### config.mk
export PLATFORM = sky130hd
export DESIGN_NAME = inst_encoder
export DESIGN_NICKNAME = d
export VERILOG_FILES = /design/src/rtl/inst_encoder.sv
export SDC_FILE = /design/constraint.sdc
export NUM_CORES = 1
export LEC_CHECK = 0
export ABC_AREA = 1
export ABC_CLOCK_PERIOD_IN_PS = 1700
export CORE_AREA = 2 2 128 130
export DETAILED_ROUTE_END_ITERATION = 12
export DIE_AREA = 0 0 130 132
export PLACE_DENSITY = 0.76
export SLEW_MARGIN = 20
export SYNTH_ARGS = -nofsm -noshare
export SYNTH_HDL_FRONTEND = slang
export SYNTH_SLANG_ARGS = --single-unit
### constraint.sdc
create_clock -name clk -period 1.7 [get_ports clk]
set_clock_uncertainty 0.15 [all_clocks]
set_input_delay 0.425 -clock clk [delete_from_list [all_inputs] [get_ports clk]]
set_output_delay 0.425 -clock clk [all_outputs]
set_load 0.02 [all_outputs]
### src/rtl/inst_encoder.sv
// inst_encoder
//   Packs decoded RV32I fields plus a 32-bit immediate back into an
//   instruction word. Words are queued in a 2-entry FIFO together with a
//   running byte address, so a loader can stream them into instruction memory.
//
// Optional feature macro: INST_ENCODER_RANGE_CHECK_EN
//   Defined   : immediates are range checked; out_err / err_cnt report failures.
//   Undefined : no checking; out_err and err_cnt read 0, err_clr is ignored.
//
// Ports:
//   clk, rst              clock, synchronous active-high reset
//   in_valid / in_ready   request handshake (ready while fewer than 2 queued)
//   fmt                   0 I, 1 I-zext, 2 shift-imm, 3 S, 4 B, 5 U, 6 J, 7 invalid
//   opcode, rd, rs1, rs2, funct3, funct7, imm   instruction fields
//   out_valid / out_ready head-of-FIFO handshake
//   out_inst, out_addr    encoded word and its byte address
//   out_err               head entry failed its range check
//   err_clr, err_cnt      clear / saturating count of range errors
module inst_encoder #(
    parameter int                 ADDR_W    = 32,
    parameter logic [ADDR_W-1:0]  BASE_ADDR = '0
) (
    input  logic              clk,
    input  logic              rst,
    input  logic              in_valid,
    output logic              in_ready,
    input  logic [2:0]        fmt,
    input  logic [6:0]        opcode,
    input  logic [4:0]        rd,
    input  logic [4:0]        rs1,
    input  logic [4:0]        rs2,
    input  logic [2:0]        funct3,
    input  logic [6:0]        funct7,
    input  logic [31:0]       imm,
    output logic              out_valid,
    input  logic              out_ready,
    output logic [31:0]       out_inst,
    output logic [ADDR_W-1:0] out_addr,
    output logic              out_err,
    input  logic              err_clr,
    output logic [7:0]        err_cnt
);

    logic [31:0]       enc_inst;
    logic              enc_err;
    logic              push;
    logic              pop;

    logic [31:0]       entry_inst_q [2];
    logic [31:0]       entry_inst_d [2];
    logic [ADDR_W-1:0] entry_addr_q [2];
    logic [ADDR_W-1:0] entry_addr_d [2];
    logic [1:0]        entry_err_q;
    logic [1:0]        entry_err_d;
    logic              wr_ptr_q, wr_ptr_d;
    logic              rd_ptr_q, rd_ptr_d;
    logic [1:0]        count_q, count_d;
    logic [ADDR_W-1:0] wr_addr_q, wr_addr_d;

    // Instruction packing; anything unrecognised becomes a NOP (addi x0,x0,0).
    always_comb begin
        enc_inst = 32'h0000_0013;
        case (fmt)
            3'd0, 3'd1: enc_inst = {imm[11:0], rs1, funct3, rd, opcode};
            3'd2:       enc_inst = {funct7, imm[4:0], rs1, funct3, rd, opcode};
            3'd3:       enc_inst = {imm[11:5], rs2, rs1, funct3, imm[4:0], opcode};
            3'd4:       enc_inst = {imm[12], imm[10:5], rs2, rs1, funct3,
                                    imm[4:1], imm[11], opcode};
            3'd5:       enc_inst = {imm[31:12], rd, opcode};
            3'd6:       enc_inst = {imm[20], imm[10:1], imm[11], imm[19:12], rd, opcode};
            default:    enc_inst = 32'h0000_0013;
        endcase
    end

`ifdef INST_ENCODER_RANGE_CHECK_EN
    logic [7:0] err_cnt_q, err_cnt_d;

    // An immediate is in range when the bits the format drops are pure sign
    // (or zero) extension of what it keeps, and dropped low bits are zero.
    always_comb begin
        enc_err = 1'b1;
        case (fmt)
            3'd0, 3'd3: enc_err = (imm[31:11] != {21{imm[11]}});
            3'd1:       enc_err = (imm[31:12] != 20'd0);
            3'd2:       enc_err = (imm[31:5]  != 27'd0);
            3'd4:       enc_err = imm[0] || (imm[31:12] != {20{imm[12]}});
            3'd5:       enc_err = (imm[11:0]  != 12'd0);
            3'd6:       enc_err = imm[0] || (imm[31:20] != {12{imm[20]}});
            default:    enc_err = 1'b1;
        endcase
    end

    // Clear wins over a same-cycle increment; the count sticks at 255.
    always_comb begin
        err_cnt_d = err_cnt_q;
        if (err_clr) begin
            err_cnt_d = 8'd0;
        end else if (push && enc_err && (err_cnt_q != 8'hFF)) begin
            err_cnt_d = err_cnt_q + 8'd1;
        end
    end

    always_ff @(posedge clk) begin
        if (rst) begin
            err_cnt_q <= 8'd0;
        end else begin
            err_cnt_q <= err_cnt_d;
        end
    end

    assign err_cnt = err_cnt_q;
`else
    logic unused_err_clr;
    assign unused_err_clr = err_clr;
    assign enc_err        = 1'b0;
    assign err_cnt        = 8'd0;
`endif

    // Readiness comes only from the registered count: a full FIFO does not
    // accept even when the head is being popped in the same cycle.
    assign in_ready  = (count_q < 2'd2);
    assign out_valid = (count_q != 2'd0);
    assign push      = in_valid && in_ready;
    assign pop       = out_valid && out_ready;

    // FIFO and address-counter next state.
    always_comb begin
        entry_inst_d = entry_inst_q;
        entry_addr_d = entry_addr_q;
        entry_err_d  = entry_err_q;
        wr_ptr_d     = wr_ptr_q;
        rd_ptr_d     = rd_ptr_q;
        wr_addr_d    = wr_addr_q;
        if (push) begin
            entry_inst_d[wr_ptr_q] = enc_inst;
            entry_addr_d[wr_ptr_q] = wr_addr_q;
            entry_err_d[wr_ptr_q]  = enc_err;
            wr_ptr_d               = ~wr_ptr_q;
            wr_addr_d              = wr_addr_q + ADDR_W'(4);
        end
        if (pop) begin
            rd_ptr_d = ~rd_ptr_q;
        end
        count_d = count_q + 2'(push) - 2'(pop);
    end

    always_ff @(posedge clk) begin
        if (rst) begin
            for (int i = 0; i < 2; i++) begin
                entry_inst_q[i] <= 32'd0;
                entry_addr_q[i] <= BASE_ADDR;
            end
            entry_err_q <= 2'b00;
            wr_ptr_q    <= 1'b0;
            rd_ptr_q    <= 1'b0;
            count_q     <= 2'd0;
            wr_addr_q   <= BASE_ADDR;
        end else begin
            entry_inst_q <= entry_inst_d;
            entry_addr_q <= entry_addr_d;
            entry_err_q  <= entry_err_d;
            wr_ptr_q     <= wr_ptr_d;
            rd_ptr_q     <= rd_ptr_d;
            count_q      <= count_d;
            wr_addr_q    <= wr_addr_d;
        end
    end

    // An empty FIFO presents the idle values rather than a stale entry.
    assign out_inst = out_valid ? entry_inst_q[rd_ptr_q] : 32'd0;
    assign out_addr = out_valid ? entry_addr_q[rd_ptr_q] : BASE_ADDR;
    assign out_err  = out_valid ? entry_err_q[rd_ptr_q]  : 1'b0;

endmodule
# After elaboration in Yosys (flattened, before gate mapping)

Cells that the tools add are included.

Add/sub/neg operators: 3
Order comparisons: 7
Multiplexer cells: 18
Reduce and logical (&&, ||, !) cells: 7
Equal/unequal tests: 6
Bitwise gates (word level): 6

Operators by type and width:

| operator                | number |
|---|---|
| $mux W32                | 9 |
| $pmux W32 S6            | 1 |
| $bwmux W64              | 2 |
| $add A32 B3 Y32 const B | 1 |
| $demux W32 S1           | 1 |
| $eq A3 B3 Y1 const B    | 3 |
| $eq A3 B2 Y1 const B    | 2 |
| $ge A2 B2 Y1 const B    | 2 |
| $logic_and A1 B1 Y1     | 4 |
| $lt A1 B2 Y1 const B    | 2 |
| $mux W1                 | 4 |
| $not A1 Y2              | 2 |
| $eq A3 B1 Y1 const B    | 1 |
| $logic_not A3 Y1        | 1 |
| $add A2 B1 Y2           | 1 |
| $and A2 B2 Y2           | 1 |
| $lt A2 B1 Y1 const B    | 1 |
| $lt A2 B2 Y1 const B    | 1 |
| $not A1 Y1              | 2 |
| $not A2 Y2              | 1 |
| $reduce_bool A2 Y1      | 1 |
| $reduce_or A2 Y1        | 1 |
| $sub A2 B1 Y2           | 1 |
| $demux W1 S1            | 1 |
| $ge A1 B1 Y1 const B    | 1 |

Bits in registers: 166
Logic and storage cells: 56

# Longest topological paths before layout

Depth after elaboration: 6
Depth in mapped cells: 10
Mapped depth without buffers: 10

# Worst setup path before layout

Ideal clock, no wire load.

Kind: flip-flop to output port
Start point: register count_q[1]
End point: output port out_addr[22]
Path slack: -272 ps
Arrival time: 1,397 ps
Stages on the path, launching flop included: 6
Buffers on the path: 1
Path through: dfxtp_1 > nor2_1 > clkinv_1 > clkbuf_1 > o21ai_0 > a21oi_1

Cells in the longest elaborated chain, start to end: 2

RTL lines:

| what                     | line | text |
|---|---|---|
| start: declaration       | 57   | `logic [1:0] count_q, count_d;` |
| start signal: assignment | 164  | `count_q <= count_d;` |
| $reduce_bool A2 Y1       | 122  | `assign out_valid = (count_q != 2'd0);` |
| via out_valid            | 35   | `output logic out_valid,` |
| $mux W32                 | 171  | `assign out_addr = out_valid ? entry_addr_q[rd_ptr_q] : BASE_ADDR;` |
| end: declaration         | 38   | `output logic [ADDR_W-1:0] out_addr,` |

The timed path passes the listed nets, and every way through them passes these cells.

# Worst setup path after layout

Start point: register rd_ptr_q
End point: output port out_inst[21]

Cells in the longest elaborated chain, start to end: 5

RTL lines:

| what                                        | line | text |
|---|---|---|
| start: declaration                          | 56   | `logic rd_ptr_q, rd_ptr_d;` |
| start signal: assignment                    | 163  | `rd_ptr_q <= rd_ptr_d;` |
| $not A1 Y2 (not written as such)            | 170  | `assign out_inst = out_valid ? entry_inst_q[rd_ptr_q] : 32'd0;` |
| $mux W32 (not written as such) (3 in a row) | 170  |  |
| $mux W32                                    | 170  |  |
| end: declaration                            | 37   | `output logic [31:0] out_inst,` |

No other way between the ends. The select of a mux whose other input is x is not followed.

==> results.yml <==
outcome:
  status: "finished with violations"
  violations: "negative setup slack"
cts:
  cts_inserted_buffers: 17
  htree_levels: 4
  clk_path_buf_depth: 2
  ctsHoldBuffers: 0
  clk_pin_slew_ns: 0.06
  cts-root-buf: "clkbuf_16"
  cts_tree: "built"
  cts.sinks: 160
  clock_latency_ns: 0.43
route:
  num_vias: 8555
  post-route-drc-count: 0
  drt_wl_total_microns: 29900
  wl_per_cell_microns: 20.2
  drtIter0Drc: 946
  via_per_inst: 5.78
  antenna_left: 0
  drt_first_pass_iters: 5
timing:
  drv_slew: 0
  whs_ns: 0.313
  worst-slew-pin-transition_ns: 0.503
  max-slew-margin-rel_pct: 66.5
  fin_crit_ns: 2.34
  setup_violations: 171
  fin_crit_sh_pct: 138
  finalHoldViolations: 0
  max_freq_ghz: 0.427
  tns_ns: -36.96
  rsz0062_at_grt: "true"
  setup_ws_ns: -0.639
die:
  die_w_microns: 130
  die-area_sq_um: 17200
  core_sq_um: 15700
  pin_count: 147
  die_h_microns: 132
  start_util_pct: 46.4
  rows: 46
min_path:
  hold_path_startpoint: "entry_inst_q[28]"
  hold_class: "flip-flop to flip-flop"
worst_setup_path:
  cp_max_fo: 10
  critical_path_class: "flip-flop to output pin"
  cp-end-kind: "output pin"
  crit_required_ns: 1.12
  r2r_start: "count_q[1]"
  crit_start: "rd_ptr_q"
  critPathArrivalTime_ns: 1.76
  cp-start-kind: "flip-flop"
layout:
  drive_gt1_share_pct: 33.9
  fin_util_pct: 76.9
  nNetsFinal: 1325
  syn_to_final_growth_pct: 65.7
logic_synthesis:
  avgSynthCellArea_sq_um: 7.05
  synthTopCellsByArea: "dfxtp_1 44%, o21ai_0 10%, a21oi_1 9.7%, nand2_1 8.9%, inv_1 7.3%"
  synth_seq_cells: 160
  synthCells: 1034
  seq_area_frac_synth_pct: 43.9
  yosysUniqueCellTypes: 34
  synth_area_sq_um: 7290
  synth_top_area_share_pct: 43.9
  yosysWarningCount: 0
  yosys.area.top_type: "dfxtp_1"
flow_run:
  cap_violations: 0
power:
  p_leak_nw: 4.79
  p_total_mw: 16.7
  power_density_nw_per_um2: 1380
  peakVddDrop_v: 0.00111
place:
  io_buffers: 135
  gp_congestion: 0.894
  dp_hpwl_microns: 14200
grt:
  grt_pass1_vias: 7342
  grt_first_pass_wirelength_microns: 36400
  antenna_found_initial: 1
  grt_usage_pct: 26.7
  globalRouteOverflowTotal: 0
  grt_max_degree: 32
-- stage by stage --
step / setup WS [ns] / instance area (sq um) / cells
6_report: -0.639 / 12100 / 1479
5_1_grt: -0.691 / 12100 / 1479
3_5_place_dp: -0.496 / 9440 / 1390
2_1_floorplan: -0.0407 / 7520 / 1043
3_3_place_gp: -0.442 / 9440 / 1390
4_1_cts: -0.509 / 10500 / 1441
-- power breakdown --
part           total, mW  switching [mW]  internal [mW]
logic               8.00            4.25           3.76
registers           4.42           0.272           4.15
clock network       4.24            1.57           2.67
total               16.7            6.09           10.6
-- layout by cell type (no fill, tap or decap), types with 4 or more instances in the layout --
cell type	instances
nor2_4	10
inv_2	7
conb_1	10
buf_6	56
nand3_2	5
o21ai_2	36
nor3_1	12
buf_4	75
inv_1	135
nand2_4	4
a22o_1	4
nand2_2	9
a21oi_1	63
nor2_2	13
nand4_1	6
buf_16	10
nor2_1	51
nand3_1	26
nand2_1	162
bufinv_16	5
dfxtp_1	156
a21oi_4	20
o21ai_4	22
inv_8	4
clkbuf_16	33
o21ai_0	60
a21oi_2	59
clkdlybuf4s50_1	68
o21ai_1	35
buf_8	5
a22oi_2	5
buf_12	18
o22ai_1	31
-- registers in the layout (all words and copies together), names as in the netlist --
signal	flops
entry_err_q	2
wr_addr_q	30
count_q	2
wr_ptr_q	1
entry_addr_q	60
entry_inst_q	64
rd_ptr_q	1
-- layer usage --
layer / vias to the layer above / routed length (microns) / GRT usage [%]
li1: 3822 / - / -
met1: 4034 / 11100 / 33.7
met2: 555 / 14800 / 44.4
met3: 144 / 2350 / 5.36
met4: 0 / 1660 / 11.1
met5: - / 0 / 0
-- layout make-up --
type	instances	area (sq um)
Clock inverter	10	183
Inverter	150	607
Tap cell	216	270
Clock buffer	21	460
Antenna cell	1	2.50
Fill cell	977	3630
Multi-Input combinational cell	667	4290
Sequential cell	160	3210
Timing Repair Buffer	254	3050
-- synth_stat cells (all sizes together) --
master  instances
o21ai         153
buf            37
a22oi           8
nand4           6
o21bai          2
o22ai          31
nand2         177
nor3b           1
nor3           14
o21a            2
nand3          34
conb            1
ha              3
a22o            4
nor2           74
or2             4
a21oi         142
dfxtp         160
inv           147
nand3b          1
clkinv          3
clkbuf         29
xor2            1
-- worst paths after layout --
kind / depth (start not counted) / endpoint / slack [ns]
setup / recovery: 6 / out_inst[21] / -0.64
hold / removal: 2 / entry_inst_q[28] / 0.31
setup reg to reg: 11 / count_q[1] / -0.33
hold reg to reg: 2 / entry_inst_q[28] / 0.31
-- cells by family (layout without fill, tap and decap cells) --
| kind of cell | after synthesis | in the layout | share of synthesized area [%] |
|---|---|---|---|
| and+or+nand+nor | 311 | 311 | 18.6 |
| AOI/OAI and AO/OA | 342 | 342 | 24.6 |
| other | 1 | 11 | 0.0514 |
| adders and majority gates | 3 | 3 | 0.515 |
| xor gates and xnor gates | 1 | 1 | 0.120 |
| DFF | 160 | 160 | 43.9 |
| buffers and inverters | 216 | 435 | 12.2 |
-- worst max-delay path: stages, from the launching register on --
cell and delay, ns:
dfxtp_4 0.36, buf_4 0.16, buf_12 0.15, buf_12 0.15
o21ai_2 0.27, a21oi_4 0.08, buf_6 0.15
-- repair_timing --
item	in CTS	in global routing
endpoints found under the setup margin	87	160
pin swaps	9	36
cloned	11	20
setup buffers	9	20
resized for setup	443	268
No activity file was read; power rests on OpenSTA's default activity.
